<file path="src/rtl/serializador.sv">
// Parallel-to-serial byte transmitter: pops a byte from the source queue and shifts it out MSB first.
// Optional even-parity bit appended after bit 0 when SERIALIZADOR_PARITY_EN is defined.
module serializador #(
    parameter int GAP = 1
) (
    input  logic       clk_100KHz,
    input  logic       reset,
    input  logic [7:0] data_in,
    input  logic       valid_in,
    input  logic       hold_in,
    output logic       dequeue_out,
    output logic       data_out,
    output logic       write_out,
    output logic       status_out
);

    localparam logic [1:0] ST_IDLE  = 2'd0;
    localparam logic [1:0] ST_SHIFT = 2'd1;
    localparam logic [1:0] ST_GAP   = 2'd2;

`ifdef SERIALIZADOR_PARITY_EN
    localparam logic [3:0] LAST_BIT = 4'd8;
`else
    localparam logic [3:0] LAST_BIT = 4'd7;
`endif

    // The GAP state absorbs GAP-1 cycles; the IDLE cycle before the next accept supplies the last one.
    localparam logic [3:0] GAP_LOAD = 4'(GAP - 1);
    localparam logic       GAP_LONG = (GAP > 1);

    function automatic logic even_parity(input logic [7:0] d);
        return ^d;
    endfunction

    logic [1:0] state_r,  state_s;
    logic [7:0] shreg_r,  shreg_s;
    logic [3:0] bitcnt_r, bitcnt_s;
    logic [3:0] gapcnt_r, gapcnt_s;
    logic       parity_r, parity_s;
    logic       dequeue_s;
    logic       data_s;
    logic       write_s;
    logic       status_s;

    // Next-state and next-output computation for the transmit sequencer.
    always_comb begin
        state_s   = state_r;
        shreg_s   = shreg_r;
        bitcnt_s  = bitcnt_r;
        gapcnt_s  = gapcnt_r;
        parity_s  = parity_r;
        dequeue_s = 1'b0;
        data_s    = data_out;
        write_s   = write_out;
        status_s  = status_out;
        case (state_r)
            ST_IDLE: begin
                if (valid_in && !hold_in) begin
                    state_s   = ST_SHIFT;
                    shreg_s   = data_in;
                    parity_s  = even_parity(data_in);
                    bitcnt_s  = 4'd0;
                    data_s    = data_in[7];
                    write_s   = 1'b1;
                    status_s  = 1'b1;
                    dequeue_s = 1'b1;
                end else begin
                    data_s    = 1'b0;
                    write_s   = 1'b0;
                    status_s  = 1'b0;
                end
            end
            ST_SHIFT: begin
                if (bitcnt_r == LAST_BIT) begin
                    data_s   = 1'b0;
                    write_s  = 1'b0;
                    bitcnt_s = 4'd0;
                    shreg_s  = 8'h00;
                    if (GAP_LONG) begin
                        state_s  = ST_GAP;
                        gapcnt_s = GAP_LOAD;
                        status_s = 1'b1;
                    end else begin
                        state_s  = ST_IDLE;
                        status_s = 1'b0;
                    end
                end else if (bitcnt_r == 4'd7) begin
                    // Only reachable when the parity bit is enabled.
                    data_s   = parity_r;
                    bitcnt_s = bitcnt_r + 4'd1;
                end else begin
                    data_s   = shreg_r[6];
                    shreg_s  = {shreg_r[6:0], 1'b0};
                    bitcnt_s = bitcnt_r + 4'd1;
                end
            end
            ST_GAP: begin
                if (gapcnt_r <= 4'd1) begin
                    state_s  = ST_IDLE;
                    gapcnt_s = 4'd0;
                    status_s = 1'b0;
                end else begin
                    gapcnt_s = gapcnt_r - 4'd1;
                    status_s = 1'b1;
                end
            end
            default: begin
                state_s  = ST_IDLE;
                shreg_s  = 8'h00;
                bitcnt_s = 4'd0;
                gapcnt_s = 4'd0;
                parity_s = 1'b0;
                data_s   = 1'b0;
                write_s  = 1'b0;
                status_s = 1'b0;
            end
        endcase
    end

    // State and registered-output update; reset aborts any byte in flight.
    always_ff @(posedge clk_100KHz or negedge reset) begin
        if (!reset) begin
            state_r     <= ST_IDLE;
            shreg_r     <= 8'h00;
            bitcnt_r    <= 4'd0;
            gapcnt_r    <= 4'd0;
            parity_r    <= 1'b0;
            dequeue_out <= 1'b0;
            data_out    <= 1'b0;
            write_out   <= 1'b0;
            status_out  <= 1'b0;
        end else begin
            state_r     <= state_s;
            shreg_r     <= shreg_s;
            bitcnt_r    <= bitcnt_s;
            gapcnt_r    <= gapcnt_s;
            parity_r    <= parity_s;
            dequeue_out <= dequeue_s;
            data_out    <= data_s;
            write_out   <= write_s;
            status_out  <= status_s;
        end
    end

endmodule
</file>
<file path="config.mk">
export PLATFORM = sky130hd
export DESIGN_NAME = serializador
export DESIGN_NICKNAME = d
export VERILOG_FILES = /design/src/rtl/serializador.sv
export SDC_FILE = /design/constraint.sdc
export NUM_CORES = 1
export LEC_CHECK = 0
export CAP_MARGIN = 0
export CORE_UTILIZATION = 45
export CTS_CLUSTER_SIZE = 14
export DETAILED_ROUTE_END_ITERATION = 10
export PLACE_DENSITY = 0.76
export SYNTH_ARGS = -nofsm -noshare
export SYNTH_HDL_FRONTEND = slang
export SYNTH_SLANG_ARGS = --single-unit
</file>
<file path="constraint.sdc">
create_clock -name clk_100KHz -period 1.45 [get_ports clk_100KHz]
set_input_delay 0.29 -clock clk_100KHz [delete_from_list [all_inputs] [get_ports clk_100KHz]]
set_output_delay 0.29 -clock clk_100KHz [all_outputs]
set_load 0.005 [all_outputs]
</file>
==> results of run 1 <==
-- registers in the layout, indices dropped and copies added, names as in the netlist --
register and cells:
bitcnt_r 4, data_out 1, dequeue_out 1, shreg_r 7, state_r 1, write_out 1
-- final cells by class --
cell class / instances / area [sq um]
fill: 133 / 568.0
sequential: 15 / 375.4
multi-input combinational: 44 / 291.5
timing repair buffer: 23 / 207.7
clock buffer: 4 / 26.28
tap: 16 / 20.02
-- per-stage QoR --
stage | power [mW] | cells | setup TNS (ns) | cell area (sq um) | setup slack, ns
final | 1.747 | 102 | 0 | 920.9 | 0.05228
after global routing | 1.866 | 102 | 0 | 920.9 | 0.01509
after CTS | 1.755 | 102 | 0 | 920.9 | 0.04061
after detailed placement | 1.486 | 95 | -0.4007 | 874.6 | -0.05150
after global placement | 1.450 | 95 | 0 | 874.6 | 0.01069
after floorplan | 1.278 | 65 | 0 | 716.9 | 0.2882
-- cells in the mapped netlist, drive strengths merged --
cell    instances  share of area
a31o            1          0.012
or2             1         0.0087
a32o            1          0.014
nand2           1         0.0052
nor2b           7          0.072
nand3b          1          0.010
and3            1         0.0087
a31oi           7          0.070
a211o           1          0.012
nor3            7          0.049
mux2i           1          0.014
nand3           1         0.0070
dfrtp          15           0.52
and2b           1          0.010
nand2b          2          0.017
nor2            1         0.0052
buf             6          0.070
ha              1          0.017
a22o            2          0.024
a21oi           7          0.049
-- kinds of logic after synthesis --
| group | share of synthesized area |
|---|---|
| compound gates | 0.1815 |
| fa+ha+maj | 0.01745 |
| buf+inv | 0.06980 |
| flops | 0.5236 |
| mux | 0.01396 |
| simple gates | 0.1937 |
-- worst register-to-register path, stage by stage (launching register included) --
cell,delay [ns]
dfrtp_1,0.40
ha_1,0.22
nand3b_1,0.11
buf_4,0.16
a31oi_1,0.19
a21oi_1,0.09
-- worst max path at each step --
stage                            from           to  slack (ns)  cells after the start
after detailed placement     valid_in  bitcnt_r[2]       -0.05                      4
after global placement        hold_in   shreg_r[0]        0.01                      4
final                        data_out     data_out        0.05                      1
after global routing         data_out     data_out        0.02                      1
after floorplan           bitcnt_r[0]     data_out        0.29                      3
after CTS                    data_out     data_out        0.04                      1
-- layout by cell type, fill, tap and decap left out, types with 2 or more instances in the layout --
| cell | synthesis | routed |
|---|---|---|
| dfrtp_1 | 15 | 15 |
| clkdlybuf4s50_1 | 0 | 13 |
| buf_4 | 3 | 8 |
| a21oi_1 | 7 | 7 |
| nor3_1 | 7 | 7 |
| nor2b_1 | 6 | 6 |
| a31oi_1 | 6 | 6 |
| clkbuf_4 | 0 | 3 |
| nand2b_1 | 2 | 2 |
| a22o_1 | 2 | 2 |
| dlygate4sd2_1 | 0 | 2 |
-- metal layers --
metal	share of wire	global-route usage	wire, um	vias up
li1	-	-	-	276
met5	0	0	0	-
met1	0.44	0.2188	623	287
met2	0.50	0.3250	710	18
met4	0.025	0.1161	36	0
met3	0.041	0.03913	58	5
-- report_power, final --
group,internal (mW),switching [mW]
sequential,0.607,0.150
combinational,0.404,0.341
clock,0.107,0.138
total,1.12,0.629
-- timing repair --
item / 4_1_cts / 5_1_grt
resized for setup: 2 / 0
setup buffers: 3 / 0
endpoints found under the setup margin: 3 / 0
hold endpoints to repair: 0 / 0
==> flow_summary.yaml, run 1 <==
logic_synthesis:
  postSynthNetCount: 78
  avgSynthCellArea_sq_um: 11.03
  ys_seq_area_frac: 0.5236
  ys_ff_latch: 15
  synth_warnings: 0
  synth.distinct_cells: 24
  synthCells: 65
  syn_area_sq_um: 716.9
power:
  p_per_area_nw_per_um2: 1897
  p_leak_nw: 0.4129
  vdd_drop_max_v: 0.0007790
floorplan:
  dieArea_sq_um: 1757
  dieHeight_um: 41.92
  die_x_um: 41.92
  rows: 14
  start_util: 0.4815
  core_area_sq_um: 1489
  ios: 16
place:
  hpwl_um: 997.5
  gp_congestion: 0.7585
  io_buffers: 15
worst_setup_path:
  start_kind: "flip-flop"
  cp_top_family: "buffers and inverters"
  critPathArrivalTime_ns: 1.11
  r2r_cells: 5
  worst-setup-path-type: "flip-flop to output port"
  crit_path_end_kind: "output port"
  cp_num_buf_inv: 1
  regToRegSetupSlack_ns: 0.15
  r2r_end: "shreg_r[3]"
  cp_max_fo: 1
  cp_cell_sequence: "clkdlybuf4s50_1"
  slowest_stage: "clkdlybuf4s50_1"
  crit_required_ns: 1.16
  max_stage_delay_ns: 0.49
  reg2reg_from: "bitcnt_r[0]"
cells_and_area:
  area_delta_synth_final_pct: 28.45
  final_core_utilization: 0.6185
  nNetsFinal: 100
  n_antenna_cell: 0
  drive_gt1_frac: 0.1628
hold_path:
  min_path_type: "input pin to asynchronous set/reset pin"
sta:
  min_period_over_period: 0.9639
  rsz0062_at_grt: "false"
  finalHoldViolCount: 0
  maxSlewViolCount: 0
  relSlewSlack: 0.7767
  max_freq_mhz: 715.5
  period_needed_ns: 1.398
  worst_pin_slew_ns: 0.3349
  finalSetupViolCount: 0
  finClkSkew_ns: 0.002660
  whs_ns: 0.3086
clock_tree:
  cts_root_buf: "clkbuf_4"
  clkLatencyLatePin_ns: 0.29
  h-tree-depth: 1
  clk_path_buf_depth: 2
  cts_tree: "done"
  cts.clk_slew.worst_paths_ns: 0.09
  holdBufCountCts: 0
  numCtsBuffers: 3
  numClockSinks: 15
global_route:
  grtUsageTotal: 0.1914
  overflow: 0
  grt_pass1_wl_um: 2456
  antenna_found_initial: 0
  grt_start_max_net_pins: 16
  grt_pass1_vias: 584
routing:
  first_pass_iters: 4
  drtIter0Drc: 9
  wl_um: 1427
  post_drt_wl_per_cell_um: 13.99
  ant_nets: 0
  drcViolationCount: 0
  post_drt_via_cell_ratio: 5.745
  vias: 586
status:
  outcome: "complete, no violations"
job:
  cap_violations: 0
No activity file was read; power rests on OpenSTA's default activity.
==> inputs of run 2 (changes only) <==
--- a/config.mk
+++ b/config.mk
@@ -6,10 +6,10 @@
 export NUM_CORES = 1
 export LEC_CHECK = 0
 export CAP_MARGIN = 0
-export CORE_UTILIZATION = 45
+export CORE_UTILIZATION = 47
 export CTS_CLUSTER_SIZE = 14
 export DETAILED_ROUTE_END_ITERATION = 10
-export PLACE_DENSITY = 0.76
+export PLACE_DENSITY = 0.78
 export SYNTH_ARGS = -nofsm -noshare
 export SYNTH_HDL_FRONTEND = slang
 export SYNTH_SLANG_ARGS = --single-unit
==> flow_summary.yaml, run 2 (synthesized netlist as in run 1, its figures left out) <==
worst_setup_path:
  cp_num_buf_inv: 1
  start_kind: "flip-flop"
  slowest_stage: "clkdlybuf4s50_1"
  crit_path_end_kind: "output port"
  r2r_end: "shreg_r[3]"
  max_stage_delay_ns: 0.49
  regToRegSetupSlack_ns: 0.21
  reg2reg_from: "bitcnt_r[0]"
  worst-setup-path-type: "flip-flop to output port"
  r2r_cells: 5
  crit_required_ns: 1.16
  cp_cell_sequence: "clkdlybuf4s50_1"
  critPathArrivalTime_ns: 1.08
  cp_max_fo: 1
  cp_top_family: "buffers and inverters"
sta:
  rsz0062_at_grt: "false"
  worst_slack_ns: 0.07818
  finalHoldViolCount: 0
  maxSlewViolCount: 0
  relSlewSlack: 0.7741
  finalSetupViolCount: 0
  worst_pin_slew_ns: 0.3389
  min_period_over_period: 0.9461
  tns_ns: 0
  finClkSkew_ns: 0.001613
  max_freq_mhz: 729.0
  whs_ns: 0.3338
  period_needed_ns: 1.372
floorplan:
  dieArea_sq_um: 1686
  dieHeight_um: 41.06
  rows: 13
  die_x_um: 41.06
  start_util: 0.5247
  ios: 16
  core_area_sq_um: 1366
status:
  outcome: "complete, no violations"
clock_tree:
  clkLatencyLatePin_ns: 0.26
  clk_path_buf_depth: 2
  h-tree-depth: 1
  cts.clk_slew.worst_paths_ns: 0.08
  holdBufCountCts: 0
  cts_tree: "done"
  numClockSinks: 15
  numCtsBuffers: 3
  cts_root_buf: "clkbuf_4"
routing:
  wl_um: 1324
  post_drt_via_cell_ratio: 5.768
  vias: 571
  post_drt_wl_per_cell_um: 13.37
  ant_nets: 0
  drtIter0Drc: 13
  drcViolationCount: 0
  first_pass_iters: 4
place:
  io_buffers: 15
  dp.cells: 94
  gp_congestion: 0.6986
  dpl_cell_area_sq_um: 873.3
  hpwl_um: 953.1
  dp_slack_ns: -0.05606
global_route:
  grt_start_max_net_pins: 16
  antenna_found_initial: 0
  grtUsageTotal: 0.1980
  grt_pass1_wl_um: 2118
  grt_pass1_vias: 517
  overflow: 0
cells_and_area:
  n_antenna_cell: 0
  n_fill_cell: 116
  final_common_cell: "dfrtp_1"
  area_delta_synth_final_pct: 27.57
  drive_gt1_frac: 0.1429
  final_cell_mix: "dfrtp_1 (15), clkdlybuf4s50_1 (12), a21oi_1 (7), nor3_1 (7)"
  regMostFlops: "shreg_r"
  top_regs: "shreg_r: 7 flops, bitcnt_r: 4 flops"
  final_core_utilization: 0.6694
  final_cells: 99
  nNetsFinal: 98
  largest_reg_flops: 7
  design_area_sq_um: 914.6
power:
  power_mw: 1.683
  p_per_area_nw_per_um2: 1840
  vdd_drop_max_v: 0.0009484
  p_leak_nw: 0.4386
job:
  cap_violations: 0
hold_path:
  min_path_type: "input pin to asynchronous set/reset pin"
run 2: report_power, final:
part / switching [mW] / internal (mW)
Sequential: 0.151 / 0.608
Combinational: 0.316 / 0.384
Clock: 0.119 / 0.106
run 2: how the worst max path moves through the flow:
stage                      from     endpoint  slack (ns)  cells past startpoint
finish              dequeue_out  dequeue_out        0.08                      1
global route        dequeue_out  dequeue_out       0.003                      1
CTS                   write_out    write_out       0.003                      1
detailed placement     valid_in  bitcnt_r[2]       -0.06                      4
global placement        hold_in   shreg_r[0]        0.01                      4
floorplan           bitcnt_r[0]     data_out        0.29                      3
run 2: area by class of cell:
cell class,count,area (sq um),area share
multi-input combinational,44,291.5,0.3187
sequential,15,375.4,0.4104
timing repair buffer,21,202.7,0.2216
clock buffer,4,26.28,0.02873
tap,15,18.77,0.02052
run 2: repair_timing:
action | CTS | global route
setup buffers | 0 | 1
resized for setup | 0 | 3
endpoints found under the setup margin | 0 | 8
run 2: routing by layer:
metal	track usage	wire, um
met3	0.04891	57
met2	0.3281	659
met5	0	0
met4	0.08333	25
met1	0.2407	581
